===== src/rtl/wb_pkg.sv =====
// Shared definitions for the writeback select queue: source indices,
// default constant and the default-width queue entry layout.
package wb_pkg;

  // Writeback source indices on the flattened src_data bus
  localparam int SRC_ALU      = 0;
  localparam int SRC_LOADSIZE = 1;
  localparam int SRC_HI       = 2;
  localparam int SRC_LO       = 3;
  localparam int SRC_EXT1     = 4;
  localparam int SRC_EXT16    = 5;
  localparam int SRC_SLEFT16  = 6;
  localparam int SRC_SHIFT    = 7;
  localparam int SRC_CONST    = 8;
  localparam int SRC_A        = 9;
  localparam int SRC_B        = 10;

  // Constant returned when the selector picks SRC_CONST
  localparam int WB_CONST_VAL = 227;

  // Default datapath and register-address widths
  localparam int WB_DATA_W = 32;
  localparam int WB_ADDR_W = 5;

  // One queued writeback: result data plus destination register
  typedef struct packed {
    logic [WB_DATA_W-1:0] data;
    logic [WB_ADDR_W-1:0] addr;
  } wb_entry_t;

endpackage


===== src/rtl/wb_src_select.sv =====
// Combinational writeback source selector. Picks one of NUM_SRC slices or
// the constant; any selector outside that set yields 0 and flags illegal.
module wb_src_select
  import wb_pkg::*;
#(
  parameter int NUM_SRC   = 11,
  parameter int DATA_W    = 32,
  parameter int SEL_W     = 4,
  parameter int CONST_SEL = SRC_CONST,
  parameter int CONST_VAL = WB_CONST_VAL
) (
  input  logic [NUM_SRC*DATA_W-1:0] src_data,
  input  logic [SEL_W-1:0]          sel,
  output logic [DATA_W-1:0]         data,
  output logic                      illegal
);

  localparam logic [SEL_W-1:0]  CSEL = SEL_W'(CONST_SEL);
  localparam logic [DATA_W-1:0] CVAL = DATA_W'(CONST_VAL);

  // Constant selector is checked last so it overrides a source at that index
  always_comb begin
    data    = '0;
    illegal = 1'b1;
    for (int k = 0; k < NUM_SRC; k++) begin
      if (sel == SEL_W'(k)) begin
        data    = src_data[k*DATA_W +: DATA_W];
        illegal = 1'b0;
      end
    end
    if (sel == CSEL) begin
      data    = CVAL;
      illegal = 1'b0;
    end
  end

endmodule


===== src/rtl/wb_select_queue.sv =====
// Writeback selector feeding a small in-order queue drained by the register
// file, with youngest-first forwarding of pending results and a sticky
// illegal-selector flag.
module wb_select_queue
  import wb_pkg::*;
#(
  parameter int NUM_SRC   = 11,
  parameter int DATA_W    = 32,
  parameter int SEL_W     = 4,
  parameter int CONST_SEL = SRC_CONST,
  parameter int CONST_VAL = WB_CONST_VAL,
  parameter int DEPTH     = 2,
  parameter int ADDR_W    = 5
) (
  input  logic                      clk,
  input  logic                      reset,
  input  logic [NUM_SRC*DATA_W-1:0] src_data,
  input  logic                      in_valid,
  output logic                      in_ready,
  input  logic [SEL_W-1:0]          in_sel,
  input  logic [ADDR_W-1:0]         in_addr,
  output logic                      out_valid,
  input  logic                      out_ready,
  output logic [DATA_W-1:0]         out_data,
  output logic [ADDR_W-1:0]         out_addr,
  output logic                      out_we,
  input  logic [ADDR_W-1:0]         fwd_addr,
  output logic                      fwd_hit,
  output logic [DATA_W-1:0]         fwd_data,
  output logic                      err_illegal,
  input  logic                      err_clr
);

  localparam int PTR_W = (DEPTH > 1) ? $clog2(DEPTH) : 1;
  localparam int CNT_W = PTR_W + 1;

  typedef struct packed {
    logic [DATA_W-1:0] data;
    logic [ADDR_W-1:0] addr;
  } entry_t;

  entry_t             mem [DEPTH];
  entry_t             last_q;
  logic [PTR_W-1:0]   wr_ptr;
  logic [PTR_W-1:0]   rd_ptr;
  logic [CNT_W-1:0]   cnt;
  logic [DATA_W-1:0]  sel_data;
  logic               sel_illegal;
  logic               full;
  logic               empty;
  logic               push;
  logic               pop;

  wb_src_select #(
    .NUM_SRC   (NUM_SRC),
    .DATA_W    (DATA_W),
    .SEL_W     (SEL_W),
    .CONST_SEL (CONST_SEL),
    .CONST_VAL (CONST_VAL)
  ) u_sel (
    .src_data (src_data),
    .sel      (in_sel),
    .data     (sel_data),
    .illegal  (sel_illegal)
  );

  assign full     = (cnt == CNT_W'(DEPTH));
  assign empty    = (cnt == '0);
  assign in_ready = !full;
  assign push     = in_valid && !full;
  assign pop      = !empty && out_ready;

  // While empty the head shows the last retired entry (zero after reset)
  assign out_valid = !empty;
  assign out_data  = empty ? last_q.data : mem[rd_ptr].data;
  assign out_addr  = empty ? last_q.addr : mem[rd_ptr].addr;
  assign out_we    = out_valid && (out_addr != '0);

  // Queue storage: written on accept only, never reset
  always_ff @(posedge clk) begin
    if (push) begin
      mem[wr_ptr] <= '{data: sel_data, addr: in_addr};
    end
  end

  // Pointers, occupancy, last-retired entry and sticky error flag
  always_ff @(posedge clk or negedge reset) begin
    if (!reset) begin
      wr_ptr      <= '0;
      rd_ptr      <= '0;
      cnt         <= '0;
      last_q      <= '0;
      err_illegal <= 1'b0;
    end else begin
      if (push) begin
        wr_ptr <= wr_ptr + 1'b1;
      end
      if (pop) begin
        rd_ptr <= rd_ptr + 1'b1;
        last_q <= mem[rd_ptr];
      end
      if (push && !pop) begin
        cnt <= cnt + 1'b1;
      end else if (pop && !push) begin
        cnt <= cnt - 1'b1;
      end
      if (push && sel_illegal) begin
        err_illegal <= 1'b1;
      end else if (err_clr) begin
        err_illegal <= 1'b0;
      end
    end
  end

  // Walk stored entries oldest to youngest so the youngest match wins
  always_comb begin
    logic [PTR_W-1:0] idx;
    fwd_hit  = 1'b0;
    fwd_data = '0;
    idx      = '0;
    for (int a = 0; a < DEPTH; a++) begin
      idx = rd_ptr + PTR_W'(a);
      if ((CNT_W'(a) < cnt) && (fwd_addr != '0) && (mem[idx].addr == fwd_addr)) begin
        fwd_hit  = 1'b1;
        fwd_data = mem[idx].data;
      end
    end
  end

endmodule


===== config.mk =====
export PLATFORM = sky130hd
export DESIGN_NAME = wb_select_queue
export DESIGN_NICKNAME = d
export VERILOG_FILES = /design/src/rtl/wb_pkg.sv /design/src/rtl/wb_src_select.sv /design/src/rtl/wb_select_queue.sv
export SDC_FILE = /design/constraint.sdc
export NUM_CORES = 1
export LEC_CHECK = 0
export CAP_MARGIN = 20
export CELL_PAD_IN_SITES_DETAIL_PLACEMENT = 1
export CELL_PAD_IN_SITES_GLOBAL_PLACEMENT = 2
export CORE_ASPECT_RATIO = 1.5
export CORE_MARGIN = 5
export CORE_UTILIZATION = 26
export DETAILED_ROUTE_END_ITERATION = 12
export PLACE_DENSITY_LB_ADDON = 0.12
export SYNTH_ARGS = -nofsm -noshare
export SYNTH_HDL_FRONTEND = slang
export SYNTH_SLANG_ARGS = --single-unit

===== constraint.sdc =====
create_clock -name clk -period 8.73 [get_ports clk]
set_clock_uncertainty 0.05 [all_clocks]
set_input_delay 1.746 -clock clk [delete_from_list [all_inputs] [get_ports clk]]
set_output_delay 1.746 -clock clk [all_outputs]
set_load 0.005 [all_outputs]

==> results of run 1 <==
## power breakdown
part	internal, mW	total [mW]	switching [mW]
sequential	0.800	0.922	0.122
combinational	0.987	1.91	0.924
clock	0.502	0.761	0.259
## cell families (layout without fill, tap and decap cells)
logic type | count (synthesis) | count (layout) | share of synthesized area, %
AO/OA/AOI/OAI | 326 | 326 | 25.6
multiplexers | 158 | 158 | 22.5
AND/OR/NAND/NOR | 153 | 153 | 8.22
buffers and inverters | 118 | 478 | 6.02
flip-flops | 116 | 116 | 35.7
XOR/XNOR | 14 | 14 | 1.34
adder cells (fa/ha/maj) | 4 | 4 | 0.546
other | 0 | 12 | 0
## layer usage
metal	global-route usage (%)	up-vias	routed length, um
met5	0	-	126
met4	8.37	20	1450
met3	7.72	74	3810
met2	41.0	339	24200
met1	23.9	4592	16200
li1	-	4341	-
## stage by stage
stage	power (mW)	worst slack [ns]	util [%]
after global placement	2.84	1.67	38.8
final	3.59	1.65	40.7
after detailed placement	2.88	1.64	38.8
after CTS	3.66	1.63	40.6
after floorplan	1.92	3.63	-
after global routing	3.81	1.48	40.7
## area by class of cell
type / instances / area, um2 / share of cell area [%]
Multi-Input combinational cell: 655 / 5390 / 37.8
Timing Repair Buffer: 435 / 4280 / 30.1
Sequential cell: 116 / 3280 / 23.0
Tap cell: 473 / 592 / 4.15
Clock buffer: 17 / 425 / 2.98
Clock inverter: 15 / 213 / 1.49
Inverter: 11 / 41.3 / 0.290
Antenna cell: 12 / 30.0 / 0.211
## worst max-delay path: cells and delay by family
kind | cells | cell delay, ns
and+or+nand+nor | 3 | 1.53
buffers and inverters | 3 | 1.41
AOI/OAI and AO/OA | 2 | 0.57
## placed cells by master (no fill, tap or decap), drive strengths merged, types with 32 or more instances in the layout
cell type	instances
clkdlybuf4s50	409
mux2	96
edfxtp	74
o2111ai	64
o21ai	58
nand2	51
a21oi	50
dfrtp	42
a31oi	35
nand3	34
mux2i	33
a32oi	32
## registers in the layout, summed over array words and instances, names as in the netlist
signal and flops:
rd_ptr 1, wr_ptr 1, last_q 37, mem 74
cnt 2, err_illegal 1
## path summary, 6_finish.rpt
path,start,endpoint,slack (ns),depth (start not counted)
setup / recovery,fwd_addr[0],fwd_data[18],1.65,8
hold / removal,last_q[4]$_DFFE_PN0P_,last_q[4]$_DFFE_PN0P_,0.44,2
setup reg to reg,cnt[1]$_DFFE_PN0P_,cnt[1]$_DFFE_PN0P_,5.90,7
hold reg to reg,last_q[4]$_DFFE_PN0P_,last_q[4]$_DFFE_PN0P_,0.44,2
max in group asynchronous,reset,rd_ptr$_DFFE_PN0P_,6.75,2
min in group asynchronous,reset,last_q[2]$_DFFE_PN0P_,1.37,2
==> reports/qor.yml, run 1 <==
outcome: "completed"
finalNonFillerCells: 1734
place_area_um2: 13600
cts_root_buf: "clkbuf_16"
syn_area_um2: 9160
crit_slowest_cell: "or3_2"
firstDrtPassIters: 6
gp_congestion: 0.812
num_vias: 9366
final_nets: 1611
max-vdd-ir-drop_mv: 0.142
rows: 84
die_w_um: 163
area_growth_pct: 55.6
cp_slowest_stage_delay_ns: 0.62
grt_pass1_vias: 9974
required_ns: 6.93
worstHoldPathType: "reg2reg"
synthesis.yosys.warnings: 0
leakagePower_nw: 4.91
fill_cells: 3921
die_h_um: 240
antenna_found_initial: 23
end_kind: "primary output"
ant_nets: 0
clk_pin_slew_ns: 0.06
worstPathCellList: "clkdlybuf4s50_1 > or4_1 > nor2_1 > or3_2 > buf_4 > o2111ai_1 > a32oi_1 > clkdlybuf4s50_1"
hold_viol: 0
dpl.hpwl_mm: 35.5
hold_buffers: 0
yosys_register_bits: 116
grt_first_pass_wirelength_mm: 65.3
avgRoutedWirePerCell_um: 26.4
fmaxAchievable_ghz: 0.141
post-route-min-period_ns: 7.08
tightest_slew_ns: 1.08
viasPerCell: 5.40
cts_tree: "done"
portBuffers: 412
drt_iter0_drc: 463
worstSetupStartpointType: "input pin"
ys.flop_type: "edfxtp_1"
drc: 0
final.setup.tns_ns: 0
grt_usage_pct: 22.5
htree_levels: 4
crit_type: "in2out"
cts_made_buffers: 17
avgSynthCellArea_um2: 10.3
yosysTopAreaCellShare_pct: 24.3
grt_max_degree: 80
clk_latency_ns: 0.43
hold_slack_ns: 0.436
timing.slew.headroom_pct: 28.0
synth_most_common_cell: "mux2_2"
yosysSeqAreaShare_pct: 35.7
synthTopCellsByCount: "96 x mux2_2, 74 x edfxtp_1, 64 x o2111ai_1"
synth_area_leaders: "edfxtp_1 24%, mux2_2 12%, dfrtp_1 11%"
ios: 445
p_per_area_nw_per_um2: 252
numPlacedInstances: 1690
wirelength_mm: 45.8
core_area_um2: 35000
cpMostUsedCell: "clkdlybuf4s50_1"
synth_async_sr_flop_share_pct: 36.2
die_area_um2: 39200
cts.sinks: 116
fin_crit_sh_pct: 81.1
crit_path_max_fanout: 32
synth_nets: 1264
finalSetupViolations: 0
synth_area_leader_cell: "edfxtp_1"
overflow: 0
start_util_pct: 26.2
cap_violations: 0
cp_data_arrival_time_ns: 5.29
cts-resized-gates: 0
maxSlewViolCount: 0
synth_cells: 889
clockBufferDepth: 2
rsz0062_at_grt: "false"
synth_edf_count: 74
stdcell_area_um2: 14300
postCtsSetupRepairBufs: 0
yosys.cell_types.count: 56
drive_above_1_share_pct: 15.9
Power figures use the tool's default switching activity.
==> inputs of run 2 (changes only) <==
Settings changed: CORE_UTILIZATION 26 to 22.
Clock period 8.73 ns to 5.7 ns, I/O delays scaled along.
==> run 2 against run 1 <==
- largest cell class unchanged
- count of clock-buffer cells in the layout increased by 4
- critical path depth unchanged
- sequential power rose by 54%
==> reports/qor.yml, run 2 (same netlist as run 1, synthesis figures left out) <==
p_sw_share_pct: 36.1
worstSetupStartpointType: "input pin"
ios: 445
register_area_um2: 3280
tightest_slew_ns: 0.942
overflow: 0
fin_crit_sh_pct: 90.4
die_area_um2: 45900
drc: 0
hp-start: "last_q[4]$_DFFE_PN0P_"
crit_type: "in2out"
worstRegToRegCells: 9
required_ns: 4.51
rows: 91
regMostFlops: "mem"
firstDrtPassIters: 5
r2r_setup_slack_ns: 2.75
largestRegisters: "mem: 74 flops, last_q: 37 flops, cnt: 2 flops"
hold_buffers: 0
final_nets: 1622
avgRoutedWirePerCell_um: 25.8
gp_congestion: 0.802
clockBufferDepth: 2
viasPerCell: 5.14
min_to: "last_q[4]$_DFFE_PN0P_"
p_comb_share_pct: 53.9
final.setup.tns_ns: 0
dpl.hpwl_mm: 37.5
largest_register_ffs: 74
core_area_um2: 41200
postCtsSetupRepairBufs: 0
hold_slack_ns: 0.431
switchingPower_mw: 2.00
worstHoldPathType: "reg2reg"
cts.sinks: 116
outcome: "completed"
clk_latency_ns: 0.42
p_clk_share_pct: 20.5
cts-resized-gates: 0
fmaxAchievable_ghz: 0.194
finalSetupViolations: 0
rr_endpoint: "cnt[1]$_DFFE_PN0P_"
num_vias: 9436
fin_util_pct: 35.2
htree_levels: 4
seqPwrFrac_pct: 25.6
end_kind: "primary output"
rsz0062_at_grt: "false"
timing.slew.headroom_pct: 37.0
wirelength_mm: 47.3
cts_tree: "done"
r2r_start: "cnt[0]$_DFFE_PN0P_"
start_util_pct: 22.2
multi_input_area_um2: 5400
crit_path_max_fanout: 33
hold_depth: 2
post-route-min-period_ns: 5.15
grt_usage_pct: 19.9
die_h_um: 260
cap_violations: 0
hold_viol: 0
maxSlewViolCount: 0
p_per_area_nw_per_um2: 381
grt_first_pass_wirelength_mm: 67.4
ant_nets: 0
final_cell_mix: "409 x clkdlybuf4s50_1, 96 x mux2_2, 74 x edfxtp_1"
cts_root_buf: "clkbuf_16"
place_area_um2: 13800
antenna_found_initial: 24
clk_pin_slew_ns: 0.05
cp_data_arrival_time_ns: 3.96
drive_above_1_share_pct: 16.5
drt_iter0_drc: 543
portBuffers: 412
max-vdd-ir-drop_mv: 0.226
stdcell_area_um2: 14500
leakagePower_nw: 4.97
final_common_cell: "clkdlybuf4s50_1"
internal_power_mw: 3.53
cts_made_buffers: 17
fill_cells: 4693
grt_pass1_vias: 10100
die_w_um: 177
area_growth_pct: 58.3
grt_max_degree: 73
## run 2: cell type report
class                   count  area share [%]
flip-flops and latches    116            22.6
well taps                 558            4.81
inverters                  11           0.285
multi-input cells         655            37.2
clock buffers              21            3.18
repair buffers            446            30.5
diodes                     17           0.293
clock inverters            11            1.08
## run 2: worst max-delay path by stage
stage	end	slack, ns	startpoint	cells after the start
floorplan	fwd_data[14]	1.82	fwd_addr[0]	7
global placement	fwd_data[20]	0.54	fwd_addr[0]	8
detailed placement	fwd_data[20]	0.56	fwd_addr[0]	8
CTS	fwd_data[20]	0.54	fwd_addr[0]	8
global route	fwd_data[6]	0.40	fwd_addr[1]	9
finish	fwd_data[20]	0.55	fwd_addr[0]	8
## run 2: routing by layer
layer,up-vias,wire [um],track usage [%]
met2,335,25600,36.1
met3,50,3300,6.03
met4,12,1130,8.84
li1,4364,-,-
met5,-,70,0
met1,4675,17200,21.2
## run 2: worst max-delay path, cell delays in order
cell and delay, ns:
clkdlybuf4s50_1 0.50, or4_1 0.56, nor2_1 0.17, or3_2 0.19, buf_12 0.19, o2111ai_1 0.15
a32oi_1 0.45, clkdlybuf4s50_1 0.59
## run 2: per-stage QoR
stage / power, mW / std cells / setup slack (ns)
final: 5.53 / 1835 / 0.548
after global routing: 5.88 / 1834 / 0.399
after CTS: 5.65 / 1818 / 0.542
after detailed placement: 4.48 / 1786 / 0.561
after global placement: 4.44 / 1786 / 0.537
after floorplan: 2.95 / 889 / 1.82
## run 2: power groups by stage
stage | Combinational, mW | Sequential (mW) | Clock [mW]
floorplan | 1.61 | 1.34 | 0
global placement | 3.02 | 1.41 | 0
detailed placement | 3.05 | 1.43 | 0
CTS | 3.07 | 1.42 | 1.17
global route | 3.23 | 1.45 | 1.20
finish | 2.98 | 1.42 | 1.13
==> inputs of run 3 (changes only) <==
Settings changed: CTS_CLUSTER_DIAMETER set to 30, PLACE_DENSITY set to 0.82, PLACE_DENSITY_LB_ADDON 0.12 to unset.
==> run 3 against run 2 <==
- worst hold slack better by 0.0014 ns
- register-to-register slack worse by 0.02 ns
- non-clock buffer count is 7 lower
- die area stayed put
- largest power group unchanged
- maximum frequency is 1.1% lower
==> reports/qor.yml, run 3 (same netlist as run 1, synthesis figures left out) <==
gp_congestion: 0.822
final_common_cell: "clkdlybuf4s50_1"
grt_first_pass_wirelength_mm: 68.0
ios: 445
finalNonFillerCells: 1821
drive_above_1_share_pct: 16.2
tightest_slew_ns: 1.08
viasPerCell: 5.31
final_nets: 1615
clockBufferDepth: 2
r2r_start: "cnt[0]$_DFFE_PN0P_"
r2r_setup_slack_ns: 2.73
final.setup.tns_ns: 0
internal_power_mw: 3.41
p_comb_share_pct: 54.8
crit_path_max_fanout: 64
final_cell_mix: "409 x clkdlybuf4s50_1, 96 x mux2_2, 74 x edfxtp_1"
dpl.hpwl_mm: 37.4
start_util_pct: 22.2
die_area_um2: 45900
ant_nets: 0
drt_iter0_drc: 572
place_ws_ns: 0.501
crit_start: "fwd_addr[0]"
rsz0062_at_grt: "false"
cts_root_buf: "clkbuf_16"
switchingPower_mw: 2.06
overflow: 0
portBuffers: 412
outcome: "completed"
p_clk_share_pct: 19.3
cap_violations: 0
worstHoldPathType: "reg2reg"
cts.sinks: 116
cts_made_buffers: 17
post-route-min-period_ns: 5.21
rows: 91
leakagePower_nw: 4.91
seqPwrFrac_pct: 25.9
htree_levels: 4
maxSlewViolCount: 0
drc: 0
fin_util_pct: 34.9
die_w_um: 177
area_growth_pct: 57.0
finalSetupViolations: 0
p_total_mw: 5.47
crit_type: "in2out"
rr_endpoint: "last_q[26]$_DFFE_PN0P_"
fin_ws_ns: 0.491
hold_slack_ns: 0.432
p_sw_share_pct: 37.6
grt_usage_pct: 20.0
grt_max_degree: 73
cts_tree: "done"
core_area_um2: 41200
hold_buffers: 0
clk_pin_slew_ns: 0.05
p_per_area_nw_per_um2: 380
fin_crit_sh_pct: 91.4
antenna_found_initial: 11
grt_pass1_vias: 10400
wirelength_mm: 47.9
worstSetupStartpointType: "input pin"
avgRoutedWirePerCell_um: 26.3
max-vdd-ir-drop_mv: 0.221
place_area_um2: 13800
numPlacedInstances: 1779
timing.slew.headroom_pct: 28.2
end_kind: "primary output"
largestRegisters: "mem: 74 flops, last_q: 37 flops, cnt: 2 flops"
worstRegToRegCells: 7
clk_latency_ns: 0.42
firstDrtPassIters: 7
cp_data_arrival_time_ns: 4.02
stdcell_area_um2: 14400
required_ns: 4.51
postCtsSetupRepairBufs: 0
fmaxAchievable_ghz: 0.192
largest_register_ffs: 74
hold_viol: 0
num_vias: 9664
regMostFlops: "mem"
die_h_um: 260
cp-endpoint: "fwd_data[20]"
fill_cells: 4664
cts-resized-gates: 0
hp-start: "last_q[0]$_DFFE_PN0P_"
## run 3: cell count changes in the layout (fill, tap and decap cells not counted), moves of 2 or more
cell / before / now
buf_4: 30 / 23
bufinv_16: 4 / 2
clkinvlp_4: 2 / 5
diode_2: 17 / 10
inv_6: 0 / 2
clkinv_1: 4 / 1
## run 3: metal layers
layer  global-route usage (%)  wire length [um]  up-vias  share of wire, %
met5                        0                34        -             0.071
met4                     7.85              1510        6               3.2
met3                     4.25              3050       71               6.4
met2                     36.9             25400      391                53
met1                     22.2             17900     4852                37
li1                         -                 -     4344                 -
## run 3: area by class of cell
class / count / area (um2) / share of cell area [%]
clock buffer: 20 / 447 / 3.11
antenna: 10 / 25.0 / 0.174
sequential: 116 / 3280 / 22.8
tap: 558 / 698 / 4.86
multi-input combinational: 655 / 5390 / 37.5
clock inverter: 12 / 130 / 0.905
inverter: 11 / 41.3 / 0.287
timing repair buffer: 439 / 4370 / 30.4
## run 3: worst min path at each step
stage                              to  slack (ns)  depth (start not counted)
2_1_floorplan   last_q[0]$_DFFE_PN0P_        0.40                          2
3_3_place_gp    last_q[0]$_DFFE_PN0P_        0.41                          2
3_5_place_dp    last_q[0]$_DFFE_PN0P_        0.42                          2
4_1_cts         last_q[0]$_DFFE_PN0P_        0.43                          2
5_1_grt        last_q[36]$_DFFE_PN0P_        0.47                          1
6_report        last_q[0]$_DFFE_PN0P_        0.43                          2
## run 3: power groups by stage
| stage | logic, mW | registers (mW) | clock network, mW |
|---|---|---|---|
| after floorplan | 1.61 | 1.34 | 0 |
| after global placement | 2.98 | 1.41 | 0 |
| after detailed placement | 3.05 | 1.43 | 0 |
| after CTS | 3.06 | 1.42 | 1.08 |
| after global routing | 3.21 | 1.46 | 1.11 |
| final | 3.00 | 1.42 | 1.05 |
## run 3: critical path, stage by stage
cell	delay, ns
clkdlybuf4s50_1	0.58
or4_1	0.15
nor2_1	0.05
buf_4	0.16
nor3_4	0.10
buf_4	0.59
nand3_1	0.15
a32oi_1	0.42
clkdlybuf4s50_1	0.59
